==> config.mk <==
export PLATFORM = sky130hd
export DESIGN_NAME = iter_mult_unit
export DESIGN_NICKNAME = d
export VERILOG_FILES = /design/src/rtl/iter_mult_unit_pkg.sv /design/src/rtl/iter_mult_unit_ctrl.sv /design/src/rtl/iter_mult_unit.sv
export SDC_FILE = /design/constraint.sdc
export NUM_CORES = 1
export LEC_CHECK = 0
export ABC_AREA = 1
export BUFFER_PORTS_ARGS = -buffer_cell sky130_fd_sc_hd__buf_2
export CAP_MARGIN = 20
export CORE_UTILIZATION = 55
export DETAILED_ROUTE_END_ITERATION = 10
export GPL_TIMING_DRIVEN = 0
export HOLD_SLACK_MARGIN = 0.15
export PLACE_DENSITY_LB_ADDON = 0.25
export SLEW_MARGIN = 15
export SYNTH_ARGS = -nofsm -noshare
export SYNTH_HDL_FRONTEND = slang
export SYNTH_SLANG_ARGS = --single-unit
export TNS_END_PERCENT = 10
==> constraint.sdc <==
create_clock -name clk -period 4.51 [get_ports clk]
set_input_delay 0.451 -clock clk [delete_from_list [all_inputs] [get_ports clk]]
set_output_delay 0.451 -clock clk [all_outputs]
set_load 0.01 [all_outputs]
==> src/rtl/iter_mult_unit_pkg.sv <==
// Shared definitions for the iterative multiplier: ALU control codes, cycle count, FSM states.
// Latency: n/a (constants and types only).
// Backpressure: n/a.
package iter_mult_unit_pkg;

  // Execute-stage ALU control codes
  localparam logic [2:0] ALU_CTL_AND = 3'b000;
  localparam logic [2:0] ALU_CTL_OR  = 3'b001;
  localparam logic [2:0] ALU_CTL_ADD = 3'b010;
  localparam logic [2:0] ALU_CTL_SUB = 3'b110;
  localparam logic [2:0] ALU_CTL_SLT = 3'b111;

  // One shift-add step per multiplier bit
  localparam int MULT_CYCLES = 32;

  typedef enum logic [1:0] {
    ST_IDLE = 2'd0,
    ST_RUN  = 2'd1,
    ST_FIX  = 2'd2,
    ST_DONE = 2'd3
  } mult_state_t;

endpackage

==> src/rtl/iter_mult_unit_ctrl.sv <==
// Control FSM for the iterative multiplier: state register, step counter, status decode.
// Latency: accept -> CYCLES RUN cycles -> 1 FIX cycle -> 1 DONE cycle.
// Backpressure: none; start is only accepted in IDLE, ignored otherwise (no queueing).
//
// Ports:
//   clk, rst        clock, async active-low reset
//   start, abort    request / flush from the execute stage
//   busy            RUN, FIX or DONE
//   done            one-cycle pulse in DONE
//   alu_own         high during RUN (multiplier drives the ALU inputs)
//   accept          start taken this cycle (load operands)
//   load_result     FIX cycle not being flushed (write hi/lo)
module mult_ctrl_fsm
  import iter_mult_unit_pkg::*;
#(
  parameter int CYCLES = MULT_CYCLES
) (
  input  logic clk,
  input  logic rst,
  input  logic start,
  input  logic abort,
  output logic busy,
  output logic done,
  output logic alu_own,
  output logic accept,
  output logic load_result
);

  localparam int CW = $clog2(CYCLES);
  localparam logic [CW-1:0] LAST = CW'(CYCLES - 1);

  mult_state_t state, state_nxt;
  logic [CW-1:0] count;

  always_ff @(posedge clk or negedge rst) begin
    if (!rst) begin
      state <= ST_IDLE;
      count <= '0;
    end else begin
      state <= state_nxt;
      if (accept) begin
        count <= '0;
      end else if (state == ST_RUN) begin
        count <= count + 1'b1;
      end
    end
  end

  always_comb begin
    state_nxt   = state;
    busy        = 1'b0;
    done        = 1'b0;
    alu_own     = 1'b0;
    accept      = 1'b0;
    load_result = 1'b0;
    case (state)
      ST_IDLE: begin
        // abort wins over a simultaneous start
        if (start && !abort) begin
          accept    = 1'b1;
          state_nxt = ST_RUN;
        end
      end
      ST_RUN: begin
        busy    = 1'b1;
        alu_own = 1'b1;
        if (abort) begin
          state_nxt = ST_IDLE;
        end else if (count == LAST) begin
          state_nxt = ST_FIX;
        end
      end
      ST_FIX: begin
        busy = 1'b1;
        if (abort) begin
          state_nxt = ST_IDLE;
        end else begin
          load_result = 1'b1;
          state_nxt   = ST_DONE;
        end
      end
      ST_DONE: begin
        // result is already committed; a flush here cannot cancel it
        busy      = 1'b1;
        done      = 1'b1;
        state_nxt = ST_IDLE;
      end
      default: state_nxt = ST_IDLE;
    endcase
  end

endmodule

==> src/rtl/iter_mult_unit.sv <==
// Iterative WIDTHxWIDTH -> 2*WIDTH shift-add multiplier borrowing the execute ALU for its adds.
// Latency: fixed; start sampled at edge N, done pulses in cycle N+34 (WIDTH=32).
// Backpressure: none; start ignored while busy, abort cancels an in-flight multiply.
//
// Ports:
//   clk, rst            clock, async active-low reset
//   start, sgn, abort   request, signed select, execute-stage flush
//   src_a, src_b        multiplicand, multiplier
//   alu_y               execute ALU result
//   alu_a, alu_b, alu_f ALU operands/control driven while alu_own=1
//   alu_own, busy, done status
//   hi, lo              product high/low words, held until the next completed multiply
module iter_mult_unit
  import iter_mult_unit_pkg::*;
#(
  parameter int         WIDTH   = 32,
  parameter logic [2:0] ALU_ADD = ALU_CTL_ADD
) (
  input  logic             clk,
  input  logic             rst,
  input  logic             start,
  input  logic             sgn,
  input  logic             abort,
  input  logic [WIDTH-1:0] src_a,
  input  logic [WIDTH-1:0] src_b,
  input  logic [WIDTH-1:0] alu_y,
  output logic [WIDTH-1:0] alu_a,
  output logic [WIDTH-1:0] alu_b,
  output logic [2:0]       alu_f,
  output logic             alu_own,
  output logic             busy,
  output logic             done,
  output logic [WIDTH-1:0] hi,
  output logic [WIDTH-1:0] lo
);

  logic accept;
  logic load_result;

  logic [WIDTH-1:0]   mcand;
  logic [WIDTH-1:0]   acc_hi;
  logic [WIDTH-1:0]   acc_lo;
  logic               neg;
  logic               carry;
  logic [2*WIDTH-1:0] prod;
  logic [2*WIDTH-1:0] prod_fixed;

  // Two's-complement magnitude; 0x80..0 maps to itself and is correct read as unsigned
  function automatic logic [WIDTH-1:0] magnitude(input logic [WIDTH-1:0] x, input logic s);
    return (s && x[WIDTH-1]) ? (~x + 1'b1) : x;
  endfunction

  mult_ctrl_fsm #(
    .CYCLES (WIDTH)
  ) u_ctrl (
    .clk         (clk),
    .rst         (rst),
    .start       (start),
    .abort       (abort),
    .busy        (busy),
    .done        (done),
    .alu_own     (alu_own),
    .accept      (accept),
    .load_result (load_result)
  );

  // Operands are zero whenever the ALU is not ours so the shared mux sees a quiet bus
  assign alu_a = alu_own ? acc_hi : '0;
  assign alu_b = (alu_own && acc_lo[0]) ? mcand : '0;
  assign alu_f = ALU_ADD;

  // Sum wrapped iff the ALU result is smaller than the addend already in acc_hi
  assign carry = (alu_y < acc_hi);

  assign prod       = {acc_hi, acc_lo};
  assign prod_fixed = neg ? (~prod + 1'b1) : prod;

  always_ff @(posedge clk or negedge rst) begin
    if (!rst) begin
      mcand  <= '0;
      acc_hi <= '0;
      acc_lo <= '0;
      neg    <= 1'b0;
    end else if (accept) begin
      mcand  <= magnitude(src_a, sgn);
      acc_hi <= '0;
      acc_lo <= magnitude(src_b, sgn);
      neg    <= sgn & (src_a[WIDTH-1] ^ src_b[WIDTH-1]);
    end else if (alu_own) begin
      // Multiplier bits shift out of acc_lo as product bits shift in from the sum
      {acc_hi, acc_lo} <= {carry, alu_y, acc_lo[WIDTH-1:1]};
    end
  end

  always_ff @(posedge clk or negedge rst) begin
    if (!rst) begin
      hi <= '0;
      lo <= '0;
    end else if (load_result) begin
      {hi, lo} <= prod_fixed;
    end
  end

endmodule

### Yosys cells after proc, flatten, opt, wreduce, memory -nomap -nowiden

Index checks and enable logic that the tools add are counted.

* bits in registers: 168
* input bits: 101
* logic and storage cells: 57

* add/sub/neg operators: 4
* $lt $le $gt $ge: 1
* equality and inequality tests: 6
* multiplexer cells: 23
* bitwise gates (word level): 5
* reduce and logical (&&, ||, !) cells: 10

Operator list (count)
* 32-bit two-way mux: 8
* 32-bit by 1-bit adder with 32-bit output, second input constant: 2
* 64-bit by 1-bit adder with 64-bit output, second input constant: 1
* 64-bit two-way mux: 1
* 32-bit NOT: 2
* 64-bit NOT: 1
* 32-bit less-than comparator: 1
* 5-bit two-way mux: 2
* 2-bit two-way mux: 4
* 2-bit one-hot mux with 4 select lines: 1
* 1-bit two-way mux: 7
* 5-bit by 1-bit adder with 5-bit output, second input constant: 1
* 5-bit == test, second input constant: 1
* 2-bit == test, second input constant: 2
* 1-bit logical AND: 4
* 2-bit nonzero test: 2
* 3-bit inequality test, second input constant: 1
* 3-bit OR reduction: 1
* 2-bit by 1-bit == test with 1-bit output, second input constant: 1
* 2-bit zero test: 1
* 2-bit by 1-bit inequality test with 1-bit output, second input constant: 1
* 2-bit AND reduction: 1
* 1-bit bitwise AND: 1
* 1-bit zero test: 1
* 1-bit XOR: 1

### Longest topological paths before layout

Gate-level depths: netlist of the first run.

* word-level depth: 5
* mapped depth: 13
* depth with buffers taken out: 13

### Modules after synthesis

A second synthesis of the first run with hierarchy kept.

* cell total of the unflattened synthesis: 1800
* area, all modules: 11792.6 um^2

By module, submodules not included
* iter_mult_unit: times used 1, cells each 1748, area each 11400.9 um^2
* mult_ctrl_fsm: times used 1, cells each 52, area each 391.6 um^2

### Worst setup path before layout of the first run

OpenSTA, ideal clock, no wires.

* path kind: register to output
* start: register u_ctrl.state[1]
* end: output port alu_a[10]
* arrival time: 1.244 ns
* slack: 2.815 ns
* stages on the path, launching flop included: 6
* cells stage by stage: dfrtp_1 nor2_4 inv_2 clkbuf_1 buf_2 nor2_1

* cells in the longest elaborated chain, start to end: 3

RTL lines
* start, declared: line iter_mult_unit_ctrl.sv:32 `mult_state_t state, state_nxt;`
* start signal, assigned: line iter_mult_unit_ctrl.sv:40 `state <= state_nxt;`
* 2-bit by 1-bit == test with 1-bit output: line iter_mult_unit_ctrl.sv:56 `case (state)`
* 1-bit two-way mux: line iter_mult_unit_ctrl.sv:56
* 32-bit two-way mux: line iter_mult_unit.sv:68 `assign alu_a = alu_own ? acc_hi : '0;`
* end, declared: line iter_mult_unit.sv:27 `output logic [WIDTH-1:0] alu_a,`

No other way between the ends.

### Worst setup path in the final report of the first run

* start: register u_ctrl.state[0]
* end: output port alu_a[29]

Same word-level chain as after synthesis.

==> run summary, run 1 <==
WP buf/inv: 5
DP HPWL: 30000 um
minimum clock period: 2800 ps
Max Cap Violations: 0
Top FF cell, synth: dfrtp_1
status: complete, no violations
NumNets Final: 2085
Port Buffers: 231
top cells by area, synth: dfrtp_1, nand2_1, nor2_1, o21ai_0, nand3_1
1st-pass router iterations: 5
pwr/cell area: 674 nW/um^2
HP Start: alu_y[30]
post-DR wirelength/cell: 17.2 um
Synth cell types: 50
DIE WIDTH: 147 um
CTS max path bufs: 2
critical-path maximum fanout: 10
GPL Wtd Cong: 1.02
Leakage: 0.00718 uW
share of the synthesized area in the top cell type: 36.4%
CTS tree: done
Req. time, crit path: 4060 ps
CP startpoint kind: flip-flop
Hold EP: acc_hi[29]
final hold vios: 0
peak supply drop: 0.306 mV
drt drc: 0
Vias: 12498
Overall Global Routing Usage: 36.1%
pins over their slew limit: 0
number of flops mapped to enable cells by yosys: 0
cell taking the most area after synthesis: dfrtp_1
vias in the first global route: 11641
Avg Vias per Cell: 5.60
worst-margin pin slew: 774 ps
CTS root buf: clkbuf_16
Synth Cell Area: 11500 um^2
CP most frequent cell: buf_2
Fin Clk Skew: 12.9 ps
area delta synth->final: 18.4%
fmax: 0.357 GHz
Yosys reg bits: 168
worst hold path depth: 3
first-pass GRT wire length: 60700 um
worst skew pair latency: 440 ps
htree depth: 4
clock buffer count from CTS: 17
Reg clk slew, reported paths: 70 ps
initial antenna violation count: 0
most used cells in the layout excluding fill and tap cells: nand2_1, buf_2, nor2_1, dfrtp_1, inv_1
syn_area_per_cell: 6.81 um^2
RSZ-0062 raised after global routing: false
r2r startpoint: acc_lo[31]
asr flop ratio synth: 100%
final worst path period share: 62.1%
Antenna diodes: 0
Worst path slowest cell: clkbuf_1
Routed WL: 38400 um
total die area: 21600 um^2
CP Capture Type: output pin
max incr delay on CP: 560 ps
GRT overflow: 0
Max-Slew Margin vs Limit: 48.0%
YS warnings: 0
sequential area share after synthesis: 36.4%
Critical Path AT: 2350 ps
setup ws final: 1710 ps
largest net degree at the start of global routing: 97
reg2reg end: hi[16]
final-report setup violation count: 0
num rows: 52
core outline area: 20400 um^2
cell count after synthesis: 1695
DRT iter0 DRCs: 1044
Detail Route Antenna Nets: 0
Reg2Reg Depth: 8
worst min path class: in -> reg
CP top delay family: buffers and inverters
io pins: 235
crit path cell chain: inv_1 -> nor2_4 -> inv_2 -> clkbuf_1 -> buf_2 -> nor2_1 -> buf_2
Crit Path Category: reg -> out
R2R setup slack: 2090 ps
Chip Height: 147 um
setup TNS: 0 ps
Final Hold Slack: 245 ps
Placement Setup Slack: 2200 ps
initial core utilization: 56.5%
leading cell type in the layout, fill and taps excluded: nand2_1
layout cells sized above 1: 18.9%
# clock sinks: 168
==> synth_stat cells (3+ instances only) <==
library cell and instances:
o21ai_1 18, o21bai_1 4, xor2_1 46, clkbuf_1 21
o211ai_1 4, buf_2 35, a21oi_1 51, o21ai_0 135
nand2_2 7, ha_1 36, inv_2 12, nand4_1 38
dfrtp_1 168, inv_1 147, xnor2_1 10, buf_6 3
nand3b_1 9, nand3_1 127, buf_4 3, nor2_2 11
nand2_1 521, o22ai_2 8, o21ai_2 13, nor2_1 229
clkinv_1 4, nand3_2 3
==> kinds of logic after synthesis <==
group,synth area share [%]
AO/OA/AOI/OAI,12.4
XOR/XNOR,4.25
adder cells (fa/ha/maj),3.90
buffers and inverters,8.16
flip-flops,36.4
other,0.0651
AND/OR/NAND/NOR,34.8
==> state kept, by name (all words and copies together) (netlist names) <==
signal and count:
acc_lo 32, lo 32, mcand 32, neg 1, acc_hi 32, u_ctrl.count 5
u_ctrl.state 2, hi 32
==> worst max path at each step <==
stage,endpoint,startpoint,cells past startpoint
finish,alu_a[29],u_ctrl.state[0],7
global route,alu_a[3],u_ctrl.state[0],7
detailed placement,alu_a[29],u_ctrl.state[0],7
CTS,alu_a[29],u_ctrl.state[0],7
global placement,acc_hi[19],rst,1
floorplan,alu_a[10],u_ctrl.state[1],5
==> area by class of cell <==
type | count | area (um^2)
timing repair buffer | 233 | 1200
inverter | 163 | 612
buffer | 64 | 330
clock inverter | 12 | 119
sequential | 168 | 4200
fill | 1885 | 6770
tap | 270 | 338
clock buffer | 20 | 457
multi-input combinational | 1301 | 6400
==> power by group <==
group	internal (uW)	switching, uW	total [uW]
clock	799	660	1460
sequential	2220	579	2800
combinational	1660	3290	4950
total	4670	4530	9200
==> worst min-delay path, cell delays in order <==
cell	delay [ps]
buf_2	90
nand2_1	60
o21ai_2	40
==> routing by layer <==
layer / up-vias / wire [um] / track usage, %
met2: 547 / 17400 / 56.3
met4: 0 / 818 / 10.8
met1: 5915 / 16800 / 50.9
li1: 5969 / - / -
met5: - / 0 / 0
met3: 67 / 3420 / 6.86
==> stage by stage <==
stage	util, %	cells	total power, uW	cell area [um^2]
final	66.9	2231	9200	13700
after global routing	66.9	2231	9850	13700
after CTS	66.9	2231	9110	13700
after detailed placement	64.0	2198	7630	13100
after global placement	63.8	2197	7510	13000
after floorplan	-	1696	5880	11500
==> timing repair <==
action,4_1_cts,5_1_grt
hold buffers,1,0
hold endpoints to repair,72,0
gates resized for setup,0,0
endpoints found under the setup margin,0,0
setup buffers,0,0
Power figures use the tool's default switching activity.
==> run 2, diff against run 1 <==
Clock period 4.51 ns to 2.75 ns, I/O delays scaled along.
==> run summary, run 2 (synthesis results as in run 1) <==
Critical Path AT: 2350 ps (about the same)
max incr delay on CP: 560 ps (about the same)
crit path cell chain: inv_1 -> nor2_4 -> inv_2 -> clkbuf_1 -> buf_2 -> nor2_1 -> buf_2 (unchanged)
final hold vios: 0 (unchanged)
clock buffer count from CTS: 17 (unchanged)
multi-input logic area: 6400 um^2 (unchanged)
r2r startpoint: acc_lo[31] (unchanged)
# clock sinks: 168 (unchanged)
status: complete, no violations (unchanged)
CP most frequent cell: buf_2 (unchanged)
leading cell type in the layout, fill and taps excluded: nand2_1 (unchanged)
Worst path slowest cell: clkbuf_1 (unchanged)
HP Start: src_a[16] (was alu_y[30])
CTS tree: done (unchanged)
minimum clock period: 2630 ps
io pins: 235 (unchanged)
Max Cap Violations: 0 (unchanged)
setup ws final: 123 ps (was 1710 ps)
Chip Height: 147 um (unchanged)
post-DR wirelength/cell: 17.2 um (about the same)
GRT overflow: 0 (unchanged)
Leakage: 0.00734 uW (was 0.00718 uW)
most used cells in the layout excluding fill and tap cells: nand2_1, buf_2, nor2_1, dfrtp_1, inv_1 (unchanged)
peak supply drop: 0.575 mV (was 0.306 mV)
first-pass GRT wire length: 61700 um (was 60700 um)
RSZ-0062 raised after global routing: false (unchanged)
NumNets Final: 2122 (was 2085)
pins over their slew limit: 0 (unchanged)
worst-margin pin slew: 764 ps (was 774 ps)
Detail Route Antenna Nets: 0 (unchanged)
DRT iter0 DRCs: 1026 (was 1044)
Avg Vias per Cell: 5.62 (was 5.60)
post_cts resized: 0 (unchanged)
initial antenna violation count: 0 (unchanged)
Filler cells: 1837 (was 1885)
Crit Path Category: reg -> out (unchanged)
Routed WL: 39000 um (was 38400 um)
placed cell areas: 13100 um^2 (unchanged)
fmax: 0.381 GHz
area delta synth->final: 21.6% (was 18.4%)
Overall Global Routing Usage: 36.7% (was 36.1%)
Critical path origin: u_ctrl.state[0] (unchanged)
pwr/cell area: 1080 nW/um^2 (was 674 nW/um^2)
total die area: 21600 um^2 (unchanged)
final-report setup violation count: 0 (unchanged)
Reg clk slew, reported paths: 70 ps (about the same)
1st-pass router iterations: 8 (was 5)
Req. time, crit path: 2480 ps (was 4060 ps)
Antenna diodes: 0 (unchanged)
Placement Setup Slack: 467 ps (was 2200 ps)
DP HPWL: 30000 um (unchanged)
R2R setup slack: 340 ps (was 2090 ps)
initial core utilization: 56.5% (unchanged)
CTS root buf: clkbuf_16 (unchanged)
setup TNS: 0 ps (unchanged)
critical-path maximum fanout: 10 (unchanged)
vias in the first global route: 11807 (was 11641)
htree depth: 4 (unchanged)
GPL Wtd Cong: 1.02 (unchanged)
DIE WIDTH: 147 um (unchanged)
worst skew pair latency: 440 ps (about the same)
Finished Cell Area: 14000 um^2 (was 13700 um^2)
layout cells sized above 1: 18.5% (was 18.9%)
CP startpoint kind: flip-flop (unchanged)
num rows: 52 (unchanged)
Fin Clk Skew: 11.7 ps (was 12.9 ps)
Port Buffers: 231 (unchanged)
CTS max path bufs: 2 (unchanged)
final worst path period share: 95.5%
Vias: 12735 (was 12498)
core outline area: 20400 um^2 (unchanged)
CP Capture Type: output pin (unchanged)
drt drc: 0 (unchanged)
sequential standard cell area: 4200 um^2 (unchanged)
worst min path class: in -> reg (unchanged)
Max-Slew Margin vs Limit: 48.7% (was 48.0%)
largest net degree at the start of global routing: 97 (unchanged)
Tot Pwr: 15200 uW (was 9200 uW)
[run 2: changes by cell type in the layout (fill, tap and decap cells not counted), sizes merged]
| cell | before | now |
|---|---|---|
| dlygate4sd3 | 1 | 38 |
[run 2: report_power, final]
part | switching, uW | internal [uW] | leakage (uW)
registers | 952 | 3640 | 0.00209
logic | 5430 | 2750 | 0.00497
clock network | 1080 | 1310 | 0.000279
total | 7460 | 7700 | 0.00734
[run 2: through the flow]
stage                     instances  util [%]  hold WS, ps
final                          2268      68.7          160
after floorplan                1696         -        -20.6
after CTS                      2268      68.7          151
after global routing           2268      68.7          178
after global placement         2197      63.8          460
after detailed placement       2198      64.0          268
[run 2: area by class of cell]
type                       count  area share [%]
timing repair buffer         270            11.2
buffer                        64            2.35
multi-input combinational   1301            45.6
tap                          270            2.41
clock buffer                  20            3.25
inverter                     163            4.36
sequential                   168            30.0
clock inverter                12           0.847
[run 2: final timing paths]
path / endpoint / cells after the start
max: alu_a[8] / 7
min: mcand[16] / 3
max reg2reg: hi[16] / 8
min reg2reg: lo[5] / 2
max in group asynchronous: hi[23] / 3
min in group asynchronous: u_ctrl.state[1] / 2
[run 2: repair_timing]
item                       CTS  global route
hold endpoints to repair   109             0
setup endpoints to repair    0             0
hold buffers                38             0
setup buffers                0             0
[run 2: critical path: cells and delay by family (launching register included)]
| family | cells | cell delay (ps) |
|---|---|---|
| buffers and inverters | 5 | 1330 |
| DFF | 1 | 400 |
| and+or+nand+nor | 2 | 160 |
[run 2: routing by layer]
layer  wire length [um]  part of all wire [%]  vias up  global-route usage [%]
li1                   -                     -     6041                       -
met1              17100                    44     6043                    51.2
met2              17700                    45      581                    57.7
met3               3310                   8.5       70                    6.96
met4                855                   2.2        0                    11.0
met5                  0                     0        -                       0
==> run 3, diff against run 2 <==
Settings changed: CORE_MARGIN from default to 2.
==> run summary, run 3 (synthesis results as in run 1) <==
Port Buffers: 231 (unchanged)
CP Capture Type: output pin (unchanged)
CTS max path bufs: 2 (unchanged)
GRT overflow: 0 (unchanged)
CTS root buf: clkbuf_16 (unchanged)
worst-margin pin slew: 738 ps (was 764 ps)
area delta synth->final: 22.2% (was 21.6%)
highest metal used: met4 (unchanged)
CP startpoint kind: flip-flop (unchanged)
Filler cells: 1768 (was 1837)
# clock sinks: 168 (unchanged)
r2r startpoint: acc_lo[31] (unchanged)
Critical Path AT: 2380 ps (was 2350 ps)
Cell Count Post-Placement: 2198 (unchanged)
Tot Pwr: 15500 uW (was 15200 uW)
critical-path maximum fanout: 10 (unchanged)
core outline area: 20400 um^2 (unchanged)
met3 routed WL: 3390 um (was 3310 um)
most used cells in the layout excluding fill and tap cells: nand2_1, buf_2, nor2_1, dfrtp_1, inv_1 (unchanged)
pwr/cell area: 1100 nW/um^2 (was 1080 nW/um^2)
Overall Global Routing Usage: 36.3% (was 36.7%)
Leakage: 0.00737 uW (was 0.00734 uW)
Req. time, crit path: 2480 ps (about the same)
post-DR wirelength/cell: 17.6 um (was 17.2 um)
leading cell type in the layout, fill and taps excluded: nand2_1 (unchanged)
M1 wire length: 17500 um (was 17100 um)
initial antenna violation count: 0 (unchanged)
final worst path period share: 96.5% (was 95.5%)
num rows: 52 (unchanged)
worst hold path depth: 4 (was 3)
GPL Wtd Cong: 1.02 (about the same)
Vias: 12716 (was 12735)
Routed WL: 39800 um (was 39000 um)
Fin Clk Skew: 12.5 ps (was 11.7 ps)
Chip Height: 149 um (was 147 um)
1st-pass router iterations: 7 (was 8)
vias in the first global route: 11889 (was 11807)
worst skew pair latency: 440 ps (about the same)
initial core utilization: 56.5% (unchanged)
Antenna diodes: 0 (unchanged)
Reg2Reg Depth: 8 (unchanged)
final hold vios: 0 (unchanged)
Final Hold Slack: 159 ps (was 160 ps)
post-layout util: 69.0% (was 68.7%)
DRT iter0 DRCs: 1038 (was 1026)
io pins: 235 (unchanged)
Max Cap Violations: 0 (unchanged)
htree depth: 4 (unchanged)
metal2 WL: 17900 um (was 17700 um)
clock buffer count from CTS: 17 (unchanged)
largest net degree at the start of global routing: 98 (was 97)
reg2reg end: hi[8] (was hi[16])
Max-Slew Margin vs Limit: 50.4% (was 48.7%)
drt drc: 0 (unchanged)
peak supply drop: 0.583 mV (was 0.575 mV)
status: complete, no violations (unchanged)
R2R setup slack: 400 ps (was 340 ps)
Detail Route Antenna Nets: 0 (unchanged)
Hold EP: acc_lo[18] (was mcand[16])
final-report setup violation count: 0 (unchanged)
max incr delay on CP: 570 ps (was 560 ps)
minimum clock period: 2650 ps (was 2630 ps)
Avg Vias per Cell: 5.60 (was 5.62)
HP Start: src_b[18] (was src_a[16])
crit path cell chain: inv_1 -> nor2_4 -> inv_2 -> buf_1 -> buf_2 -> nor2_1 -> buf_2 (was inv_1 -> nor2_4 -> inv_2 -> clkbuf_1 -> buf_2 -> nor2_1 -> buf_2)
Finished Layout Cells: 2269 (was 2268)
Reg clk slew, reported paths: 70 ps (about the same)
fmax: 0.377 GHz (was 0.381 GHz)
layout cells sized above 1: 18.5% (about the same)
worst min path class: in -> reg (unchanged)
CP most frequent cell: buf_2 (unchanged)
Crit Path Category: reg -> out (unchanged)
pins over their slew limit: 0 (unchanged)
CTS tree: done (unchanged)
RSZ-0062 raised after global routing: false (unchanged)
Worst path slowest cell: buf_1 (was clkbuf_1)
DP HPWL: 30600 um (was 30000 um)
NumNets Final: 2123 (was 2122)
first-pass GRT wire length: 62600 um (was 61700 um)
DIE WIDTH: 149 um (was 147 um)
total die area: 22200 um^2 (was 21600 um^2)
-- run 3: changes by cell type in the layout (fill, tap and decap cells not counted), sizes merged --
cell and change:
buf +1, clkbuf -2, bufinv +3, dlygate4sd3 +1
clkinv -2
-- run 3: critical path, delay by kind of cell, from the launching register on --
kind / cells / cell delay (ps)
buf+inv: 5 / 1360
flops: 1 / 410
simple gates: 2 / 170
-- run 3: metal layers --
layer  track usage (%)  vias up
met2              57.0      619
met1              51.3     5966
met3              6.15       77
li1                  -     6054
met5                 0        -
met4              12.0        0
-- run 3: worst max-delay path by stage --
stage / from / endpoint / slack (ps) / depth (start not counted)
floorplan: acc_lo[0] / hi[16] / 1200 / 11
global placement: rst / hi[19] / -1180 / 1
detailed placement: acc_lo[31] / hi[8] / 510 / 8
CTS: u_ctrl.state[0] / alu_a[13] / 130 / 7
global route: u_ctrl.state[0] / alu_a[15] / 2 / 7
finish: u_ctrl.state[0] / alu_a[2] / 100 / 7
-- run 3: stage by stage --
| step | setup slack [ps] | TNS [ps] | instance area (um^2) |
|---|---|---|---|
| floorplan | 1200 | 0 | 11500 |
| global placement | -1180 | -194630 | 13000 |
| detailed placement | 505 | 0 | 13100 |
| CTS | 126 | 0 | 14100 |
| global route | 2.20 | 0 | 14100 |
| finish | 95.1 | 0 | 14100 |
-- run 3: where the power goes --
| part | switching, uW | total (uW) | internal [uW] |
|---|---|---|---|
| Clock | 1090 | 2650 | 1560 |
| Combinational | 5490 | 8250 | 2760 |
| Sequential | 941 | 4580 | 3640 |
| Total | 7530 | 15500 | 7960 |
-- run 3: timing repair --
action / 4_1_cts / 5_1_grt
gates resized for setup: 0 / 1
buffers inserted: 0 / 0
hold buffers: 39 / 0
endpoints found under the hold margin: 134 / 0
setup endpoints to repair: 0 / 2
-- run 3: area by class of cell --
class | count | area (um^2) | share of cell area (%)
plain buffers | 64 | 330 | 2.34
clock buffers | 19 | 443 | 3.14
clock inverters | 13 | 193 | 1.37
inverters | 163 | 612 | 4.34
multi-input cells | 1301 | 6400 | 45.4
flip-flops and latches | 168 | 4200 | 29.8
well taps | 270 | 338 | 2.40
repair buffers | 271 | 1580 | 11.2
